[config.mk]
export PLATFORM = sky130hd
export DESIGN_NAME = tug_light_bar
export DESIGN_NICKNAME = d
export VERILOG_FILES = /design/src/rtl/tug_pkg.sv /design/src/rtl/key_pulse.sv /design/src/rtl/tug_light_bar.sv
export SDC_FILE = /design/constraint.sdc
export NUM_CORES = 1
export LEC_CHECK = 0
export BUFFER_PORTS_ARGS = -buffer_cell sky130_fd_sc_hd__buf_2
export CAP_MARGIN = 30
export CORE_MARGIN = 1.5
export CORE_UTILIZATION = 47
export DETAILED_ROUTE_END_ITERATION = 8
export GPL_TIMING_DRIVEN = 0
export PLACE_DENSITY_LB_ADDON = 0.25
export SLEW_MARGIN = 40
export SYNTH_ARGS = -nofsm -noshare
export SYNTH_HDL_FRONTEND = slang
export SYNTH_SLANG_ARGS = --single-unit
[constraint.sdc]
create_clock -name clk -period 2 [get_ports clk]
set_input_delay 0.2 -clock clk [delete_from_list [all_inputs] [get_ports clk]]
set_output_delay 0.2 -clock clk [all_outputs]
set_load 0.1 [all_outputs]
[src/rtl/tug_pkg.sv]
// Shared types for the tug-of-war playfield: winner/state encodings and the
// position-width helper used to size the lit-light index.
package tug_pkg;

    typedef enum logic [1:0] {
        NONE  = 2'd0,
        LEFT  = 2'd1,
        RIGHT = 2'd2
    } winner_t;

    typedef enum logic {
        PLAY = 1'b0,
        WIN  = 1'b1
    } state_t;

    function automatic int pos_width(input int num_lights);
        return (num_lights > 1) ? $clog2(num_lights) : 1;
    endfunction

endpackage

[src/rtl/key_pulse.sv]
// Registers one already-synchronised key level and emits a single-cycle pulse
// on its rising edge; a held key therefore yields exactly one pulse.
module key_pulse (
    input  logic clk,
    input  logic reset,
    input  logic level,
    output logic pulse
);

    logic level_q;
    logic level_d;

    always_comb begin
        level_d = level;
    end

    always_ff @(posedge clk or negedge reset) begin
        if (!reset) begin
            level_q <= 1'b0;
        end else begin
            level_q <= level_d;
        end
    end

    assign pulse = level & ~level_q;

endmodule

[src/rtl/tug_light_bar.sv]
// Tug-of-war playfield: lit position, PLAY/WIN FSM and saturating per-side scores.
// Optional auto restart after a win is enabled by defining TUG_AUTO_RESTART_EN.
module tug_light_bar
    import tug_pkg::*;
#(
    parameter int NUM_LIGHTS     = 9,
    parameter int SCORE_W        = 3,
    parameter int RESTART_CYCLES = 50
) (
    input  logic                  clk,
    input  logic                  reset,
    input  logic                  L,
    input  logic                  R,
    input  logic                  restart,
    output logic [NUM_LIGHTS-1:0] lights,
    output winner_t               winner,
    output logic [SCORE_W-1:0]    left_score,
    output logic [SCORE_W-1:0]    right_score
);

    localparam int                 POS_W     = pos_width(NUM_LIGHTS);
    localparam logic [POS_W-1:0]   CENTER    = POS_W'(NUM_LIGHTS / 2);
    localparam logic [POS_W-1:0]   LAST      = POS_W'(NUM_LIGHTS - 1);
    localparam logic [SCORE_W-1:0] SCORE_MAX = {SCORE_W{1'b1}};

    // Reject configurations that would break the symmetric centre start.
    if (NUM_LIGHTS < 3 || (NUM_LIGHTS % 2) == 0 || RESTART_CYCLES < 1 || SCORE_W < 1)
    begin : g_bad_param
        $error("tug_light_bar: illegal parameter combination");
    end

    logic pulse_l;
    logic pulse_r;
    logic move_l;
    logic move_r;
    logic auto_done;

    key_pulse u_key_l (
        .clk   (clk),
        .reset (reset),
        .level (L),
        .pulse (pulse_l)
    );

    key_pulse u_key_r (
        .clk   (clk),
        .reset (reset),
        .level (R),
        .pulse (pulse_r)
    );

    // Simultaneous presses cancel and are consumed by the edge detectors.
    assign move_l = pulse_l & ~pulse_r;
    assign move_r = pulse_r & ~pulse_l;

    state_t               state_q,       state_d;
    winner_t              winner_q,      winner_d;
    logic [POS_W-1:0]     pos_q,         pos_d;
    logic [SCORE_W-1:0]   left_score_q,  left_score_d;
    logic [SCORE_W-1:0]   right_score_q, right_score_d;

`ifdef TUG_AUTO_RESTART_EN
    localparam int CNT_W = (RESTART_CYCLES > 1) ? $clog2(RESTART_CYCLES) : 1;
    localparam logic [CNT_W-1:0] CNT_LAST = CNT_W'(RESTART_CYCLES - 1);

    logic [CNT_W-1:0] cnt_q, cnt_d;

    // Held at zero outside WIN so every win starts a fresh display period.
    always_comb begin
        cnt_d = '0;
        if (state_q == WIN && cnt_q != CNT_LAST) begin
            cnt_d = cnt_q + 1'b1;
        end
    end

    always_ff @(posedge clk or negedge reset) begin
        if (!reset) begin
            cnt_q <= '0;
        end else begin
            cnt_q <= cnt_d;
        end
    end

    assign auto_done = (state_q == WIN) && (cnt_q == CNT_LAST);
`else
    assign auto_done = 1'b0;
`endif

    always_comb begin
        state_d       = state_q;
        winner_d      = winner_q;
        pos_d         = pos_q;
        left_score_d  = left_score_q;
        right_score_d = right_score_q;
        unique case (state_q)
            PLAY: begin
                if (restart) begin
                    pos_d = CENTER;
                end else if (move_l) begin
                    if (pos_q == LAST) begin
                        state_d  = WIN;
                        winner_d = LEFT;
                        if (left_score_q != SCORE_MAX) begin
                            left_score_d = left_score_q + 1'b1;
                        end
                    end else begin
                        pos_d = pos_q + 1'b1;
                    end
                end else if (move_r) begin
                    if (pos_q == '0) begin
                        state_d  = WIN;
                        winner_d = RIGHT;
                        if (right_score_q != SCORE_MAX) begin
                            right_score_d = right_score_q + 1'b1;
                        end
                    end else begin
                        pos_d = pos_q - 1'b1;
                    end
                end
            end
            WIN: begin
                if (restart || auto_done) begin
                    state_d  = PLAY;
                    winner_d = NONE;
                    pos_d    = CENTER;
                end
            end
        endcase
    end

    always_ff @(posedge clk or negedge reset) begin
        if (!reset) begin
            state_q       <= PLAY;
            winner_q      <= NONE;
            pos_q         <= CENTER;
            left_score_q  <= '0;
            right_score_q <= '0;
        end else begin
            state_q       <= state_d;
            winner_q      <= winner_d;
            pos_q         <= pos_d;
            left_score_q  <= left_score_d;
            right_score_q <= right_score_d;
        end
    end

    for (genvar gi = 0; gi < NUM_LIGHTS; gi++) begin : g_lights
        assign lights[gi] = (pos_q == POS_W'(gi));
    end

    assign winner      = winner_q;
    assign left_score  = left_score_q;
    assign right_score = right_score_q;

endmodule
### After elaboration in Yosys (flattened, before gate mapping)

Index checks and enable logic that the tools add are counted.

| cells by class | value |
|---|---|
| bitwise logic cells | 11 |
| reductions and logical operators | 5 |
| add/subtract/negate cells | 4 |
| muxes and demuxes | 21 |
| eq/ne operators | 18 |

Operator list:

| cell | count |
|---|---|
| 2-to-1 mux 4 bit | 6 |
| == test 4 x 3 -> 1 bit (second input constant) | 4 |
| inequality test 3 bit (second input constant) | 5 |
| 2-to-1 mux 2 bit | 6 |
| inequality test 4 bit (second input constant) | 3 |
| AND reduction 5 bit | 2 |
| == test 4 x 2 -> 1 bit (second input constant) | 2 |
| one-hot mux 4 bit (2 select lines) | 1 |
| inverter 1 bit | 7 |
| adder 3 x 1 -> 3 bit (second input constant) | 2 |
| 2-to-1 mux 1 bit | 6 |
| AND reduction 6 bit | 1 |
| adder 4 x 1 -> 4 bit (second input constant) | 1 |
| AND 1 bit | 4 |
| == test 4 x 1 -> 1 bit (second input constant) | 1 |
| == test 4 bit (second input constant) | 1 |
| zero test 4 bit | 1 |
| inequality test 2 bit (second input constant) | 2 |
| one-hot mux 2 bit (2 select lines) | 1 |
| AND reduction 4 bit | 1 |
| subtractor 4 x 1 -> 4 bit (second input constant) | 1 |
| one-hot mux 1 bit (2 select lines) | 1 |

| storage, ports and cells | value |
|---|---|
| register bits | 15 |
| output and inout port bits | 17 |
| logic and storage cells | 66 |
| bits of input ports | 5 |

### Logic depth before layout (Yosys ltp)

| logic depth | value |
|---|---|
| word-level depth | 8 |
| gate-level depth with buffers | 8 |
| gate-level depth less buffers | 7 |

### Modules after synthesis

From an unflattened synthesis, not the netlist that was laid out.

| second synthesis, totals | value |
|---|---|
| cells, all modules | 96 |
| area, all modules | 1016.0 µm² |

Modules (own cells, without submodules):

| module | seq. area each (µm²) | instances | area an instance (µm²) | cells an instance |
|---|---|---|---|---|
| tug_light_bar | 326.6 | 1 | 938.4 | 92 |
| key_pulse | 25.0 | 2 | 38.8 | 2 |

### Worst setup path before layout

No wires, ideal clock.

| path | value |
|---|---|
| kind | reg-to-reg |
| from | reg pos_q[0] |
| to | reg winner_q[0], in the netlist winner[0] |
| setup time | 71 ps |
| buffers on the path | 0 |
| arrival time | 3936 ps |
| cell stages (with the launch flop) | 7 |
| period minus slack after synthesis | 4007 ps |
| setup slack | -2007 ps |
| data required time | 1929 ps |
| cells stage by stage | dfrtp_1 > inv_1 > ha_1 > nor3b_1 > o22ai_1 > or3_1 > nand3_1 |

| between the ends | value |
|---|---|
| longest elaborated chain between the ends | 3 |
| elaborated cells between the ends (all ways) | 5 |
| those cells by class | 3 x eq/ne; 2 x reduce/logical |

RTL lines:

| item | line | source |
|---|---|---|
| start, declared | tug_light_bar.sv:58 | `logic [POS_W-1:0] pos_q, pos_d;` |
| start signal, assigned | tug_light_bar.sv:141 | `pos_q <= pos_d;` |
| zero test 4 bit | - |  |
| named net lights[0] | tug_light_bar.sv:15 | `output logic [NUM_LIGHTS-1:0] lights,` |
| inequality test 3 bit (no line) | - |  |
| AND reduction 5 bit (no line) | - |  |
| end signal, assigned | tug_light_bar.sv:140 | `winner_q <= winner_d;` |
| end, declared | tug_light_bar.sv:57 | `winner_t winner_q, winner_d;` |

The timed path passes the listed nets, and every way through them passes these cells.
A chain may end at the register's enable or synchronous reset.

### Final worst setup path

| path | value |
|---|---|
| from | reg pos_q[0] |
| to | reg pos_q[0] |

| between the ends | value |
|---|---|
| longest elaborated chain between the ends | 6 |
| elaborated cells between the ends (all ways) | 13 |
| those cells by class | 2 x add/sub; 3 x eq/ne; 6 x mux; 2 x reduce/logical |

RTL lines:

| item | line | source |
|---|---|---|
| subtractor 4 x 1 -> 4 bit | tug_light_bar.sv:117 | `pos_d = pos_q - 1'b1;` |
| 2-to-1 mux 4 bit | tug_light_bar.sv:110 | `if (pos_q == '0) begin` |
| 2-to-1 mux 4 bit | tug_light_bar.sv:109 | `end else if (move_r) begin` |
| 2-to-1 mux 4 bit | tug_light_bar.sv:99 | `end else if (move_l) begin` |
| 2-to-1 mux 4 bit | tug_light_bar.sv:97 | `if (restart) begin` |
| one-hot mux 4 bit (2 select lines) | tug_light_bar.sv:95 | `unique case (state_q)` |

Several ways; a longest one is shown, not always the timed one. The select of a mux whose other input is x is not followed.

==> key figures <==
Outcome
  • Status: finished, final reports clean

Floorplan
  • Area of the die: approximately 2300 um^2
  • I/O Pins: 22
  • Core area: between 1500 and 2000 um^2
  • Die Ht: 48.4 um
  • Row count: 16
  • Die X: approximately 48 um
  • Initial core utilization: between 40% and 50%

Yosys
  • Synth area leaders: dfrtp_1 (36%), ha_1 (15%), mux2_2 (4.6%)
  • Post-synth top area share: a little over a third
  • Ys flop type: dfrtp_1
  • Cell variety after synth: 35
  • Post-synthesis sequential area ratio: 38.8%
  • Async set or reset register ratio after synthesis: 100%
  • Syn Area/Cell: slightly above 10 um^2
  • Syn_nets: between 100 and 150
  • Mapped Area: just under 1000 um^2
  • Number of flops mapped to enable cells by yosys: 0
  • Syn Inst Count: 94
  • #FFs+latches synth: 15
  • Post-synth top area cell: dfrtp_1
  • Yosys warning total: 0

Power
  • Sequential Power Share: a little over a quarter
  • Net switching power figure: roughly 0.00083 W
  • P_leak: 0.628 nW
  • Maximum vdd ir drop: around 0.00091 V
  • Clk network pwr share: ~11%
  • Tot Pwr: about 0.0015 W
  • Internal: 0.000699 W
  • Switch share: a little over half
  • Combinational Power Share: between 60% and 70%
  • PwrDens: approximately 1200 nW/um^2

Routing
  • Via/cell ratio: ~5
  • Detail Route Antenna Nets: 0
  • # DRC: 0
  • Routed Wire Length: between 1500 and 2000 um
  • Vias: 777
  • Routed wire per std cell: 12.9 um
  • First drt pass iteration count: 4
  • 1st-iter DRT viols: 12

Timing
  • Minimum clock period: about 2.0 ns
  • Fin. max-slew vios: 0
  • Achievable frequency: ~500 MHz
  • Tightest Pin Transition: between 0.4 and 0.5 ns
  • Hold_ws: between 0.02 and 0.03 ns
  • Hold Fails Final Rpt: 0
  • Relative slew slack: 67.4%
  • Setup Skew: between 0.004 and 0.005 ns
  • Final setup violation count: 0
  • Final period util: 99.2%

Clocking
  • Max clock buf depth: 2
  • Clock sinks: 15
  • Root Driver: clkbuf_4
  • Clock latency on the worst-skew pair: between 0.2 and 0.3 ns
  • Cts bufs inserted: 3
  • Htree depth: 1
  • Clk slew on worst S/H paths: approximately 0.090 ns
  • CTS tree: done

Worst setup path
  • CP Capture Type: flop
  • CP Class: reg -> reg
  • Crit path DAT: around 2.2 ns
  • CP required: 2.18 ns
  • Worst reg-to-reg path cell count: 6
  • Startpoint Class: flop
  • Largest driver fanout on the critical path: 5

Hold path
  • Hold depth: 1
  • Hold Path Class: in -> reg

Final layout
  • Layout Nets: roughly 140
  • Share of cells above drive strength 1: about two fifths
  • Ant. Diodes: 0
  • # fillers: 172
  • Area growth, synth to finish: 30.2%

Place
  • Routability cong.: ~0.72
  • Post-DP HPWL: 1320 um
  • IO Port Bufs: 20

GRT
  • Vias in the first global route: slightly below 700
  • Pin count of the biggest net entering global routing: 16
  • GR Overflow Total: 0
  • GRT Resource Usage Total: between 10% and 20%
  • Initial antenna violation count: 0
  • First-pass GRT wire length: 3040 um

Flow run
  • Max cap viols: 0
metrics by stage:
stage          instance area [um^2]  setup TNS [ns]  worst slack (ns)  std cells  utilization (%)
6_report                       1260               0            0.0160        151             64.3
5_1_grt                        1260         -0.0227           -0.0117        151             64.3
4_1_cts                        1190               0           0.00350        148             60.8
3_5_place_dp                   1140         -0.0789           -0.0789        141             58.1
3_3_place_gp                   1140         -0.0451           -0.0451        141             58.1
2_1_floorplan                  1010          -0.480            -0.217         94                -
cell usage after synthesis (all sizes together) (3+ instances only):
cell type / n
and2: 7
dfrtp: 14
ha: 12
inv: 7
mux2: 5
mux2i: 3
nand2: 4
nand3: 5
nor2: 5
nor2b: 3
or3: 3
critical path, stage by stage, from the launching register on:
cell and delay (ns):
dfrtp_2 0.46, inv_4 0.10, ha_4 0.14, or3b_4 0.38
a311oi_4 0.35, a31oi_2 0.11, mux2_4 0.33
flip-flops by register name, summed over array words and instances, names as in the netlist:
signal / cells
pos_q: 4
winner: 2
state_q: 1
u_key_r.level_q: 1
left_score: 3
u_key_l.level_q: 1
right_score: 3
layout by cell type (no fill, tap or decap), types with 2 or more instances in the layout:
master and count:
clkbuf_1 2, inv_1 4, nor4_1 2, ha_1 9, clkbuf_4 6, mux2i_1 3
and2_1 7, ha_4 2, dfrtp_1 11, buf_2 18, mux2_2 4, nand3_1 5
nor2_1 5, nand2b_1 2, nand2_1 4, nor2b_1 2, buf_4 5, or3_1 3
xnor2_1 2, dfrtp_2 3
final timing paths:
check / startpoint / endpoint / slack [ns]
min in group asynchronous: reset / pos_q[1] / 0.34
max in group asynchronous: reset / pos_q[2] / 1.36
min: R / u_key_r.level_q / 0.03
max: pos_q[0] / pos_q[0] / 0.02
max reg2reg: pos_q[0] / pos_q[0] / 0.02
min reg2reg: right_score[0] / right_score[0] / 0.49
metal layers:
| metal | vias to the layer above | part of all wire [%] | track usage (%) |
|---|---|---|---|
| li1 | 389 | - | - |
| met4 | 0 | 1.5 | 1.43 |
| met2 | 20 | 50 | 27.1 |
| met5 | - | 0 | 0 |
| met1 | 364 | 44 | 21.4 |
| met3 | 4 | 4.5 | 5.56 |
power groups by stage:
| stage | logic (W) | clock network, W | registers, W |
|---|---|---|---|
| 5_1_grt | 0.000990 | 0.000189 | 0.000426 |
| 2_1_floorplan | 0.000560 | 0 | 0.000579 |
| 4_1_cts | 0.000866 | 0.000178 | 0.000418 |
| 6_report | 0.000937 | 0.000175 | 0.000420 |
| 3_5_place_dp | 0.000841 | 0 | 0.000429 |
| 3_3_place_gp | 0.000830 | 0 | 0.000426 |
cell families (layout without fill, tap and decap cells):
group                    after synthesis  in the layout  synth area share [%]
AND/OR/NAND/NOR                       39             39                  23.1
multiplexers                           8              8                  9.29
flip-flops                            15             15                  38.8
AO/OA/AOI/OAI                          8              8                  6.97
buffers and inverters                  9             39                  3.61
XOR/XNOR                               3              3                  2.71
adder cells (fa/ha/maj)               12             12                  15.5
layout make-up:
type                            instances  area [um^2]  area share, %
Buffer                                  2         8.76          0.694
Clock buffer                            4         26.3           2.08
Inverter                                7         32.5           2.58
Multi-Input combinational cell         70          626           49.6
Sequential cell                        15          380           30.1
Tap cell                               27         33.8           2.68
Timing Repair Buffer                   26          155           12.3
repair_timing:
action                     4_1_cts  5_1_grt
hold endpoints to repair        14        0
setup endpoints to repair        1        6
resized for setup                1       11
hold buffers                     1        0
cloned                           0        0
pin swaps                        1        1
setup buffers                    2        3
Power figures use the tool's default switching activity.
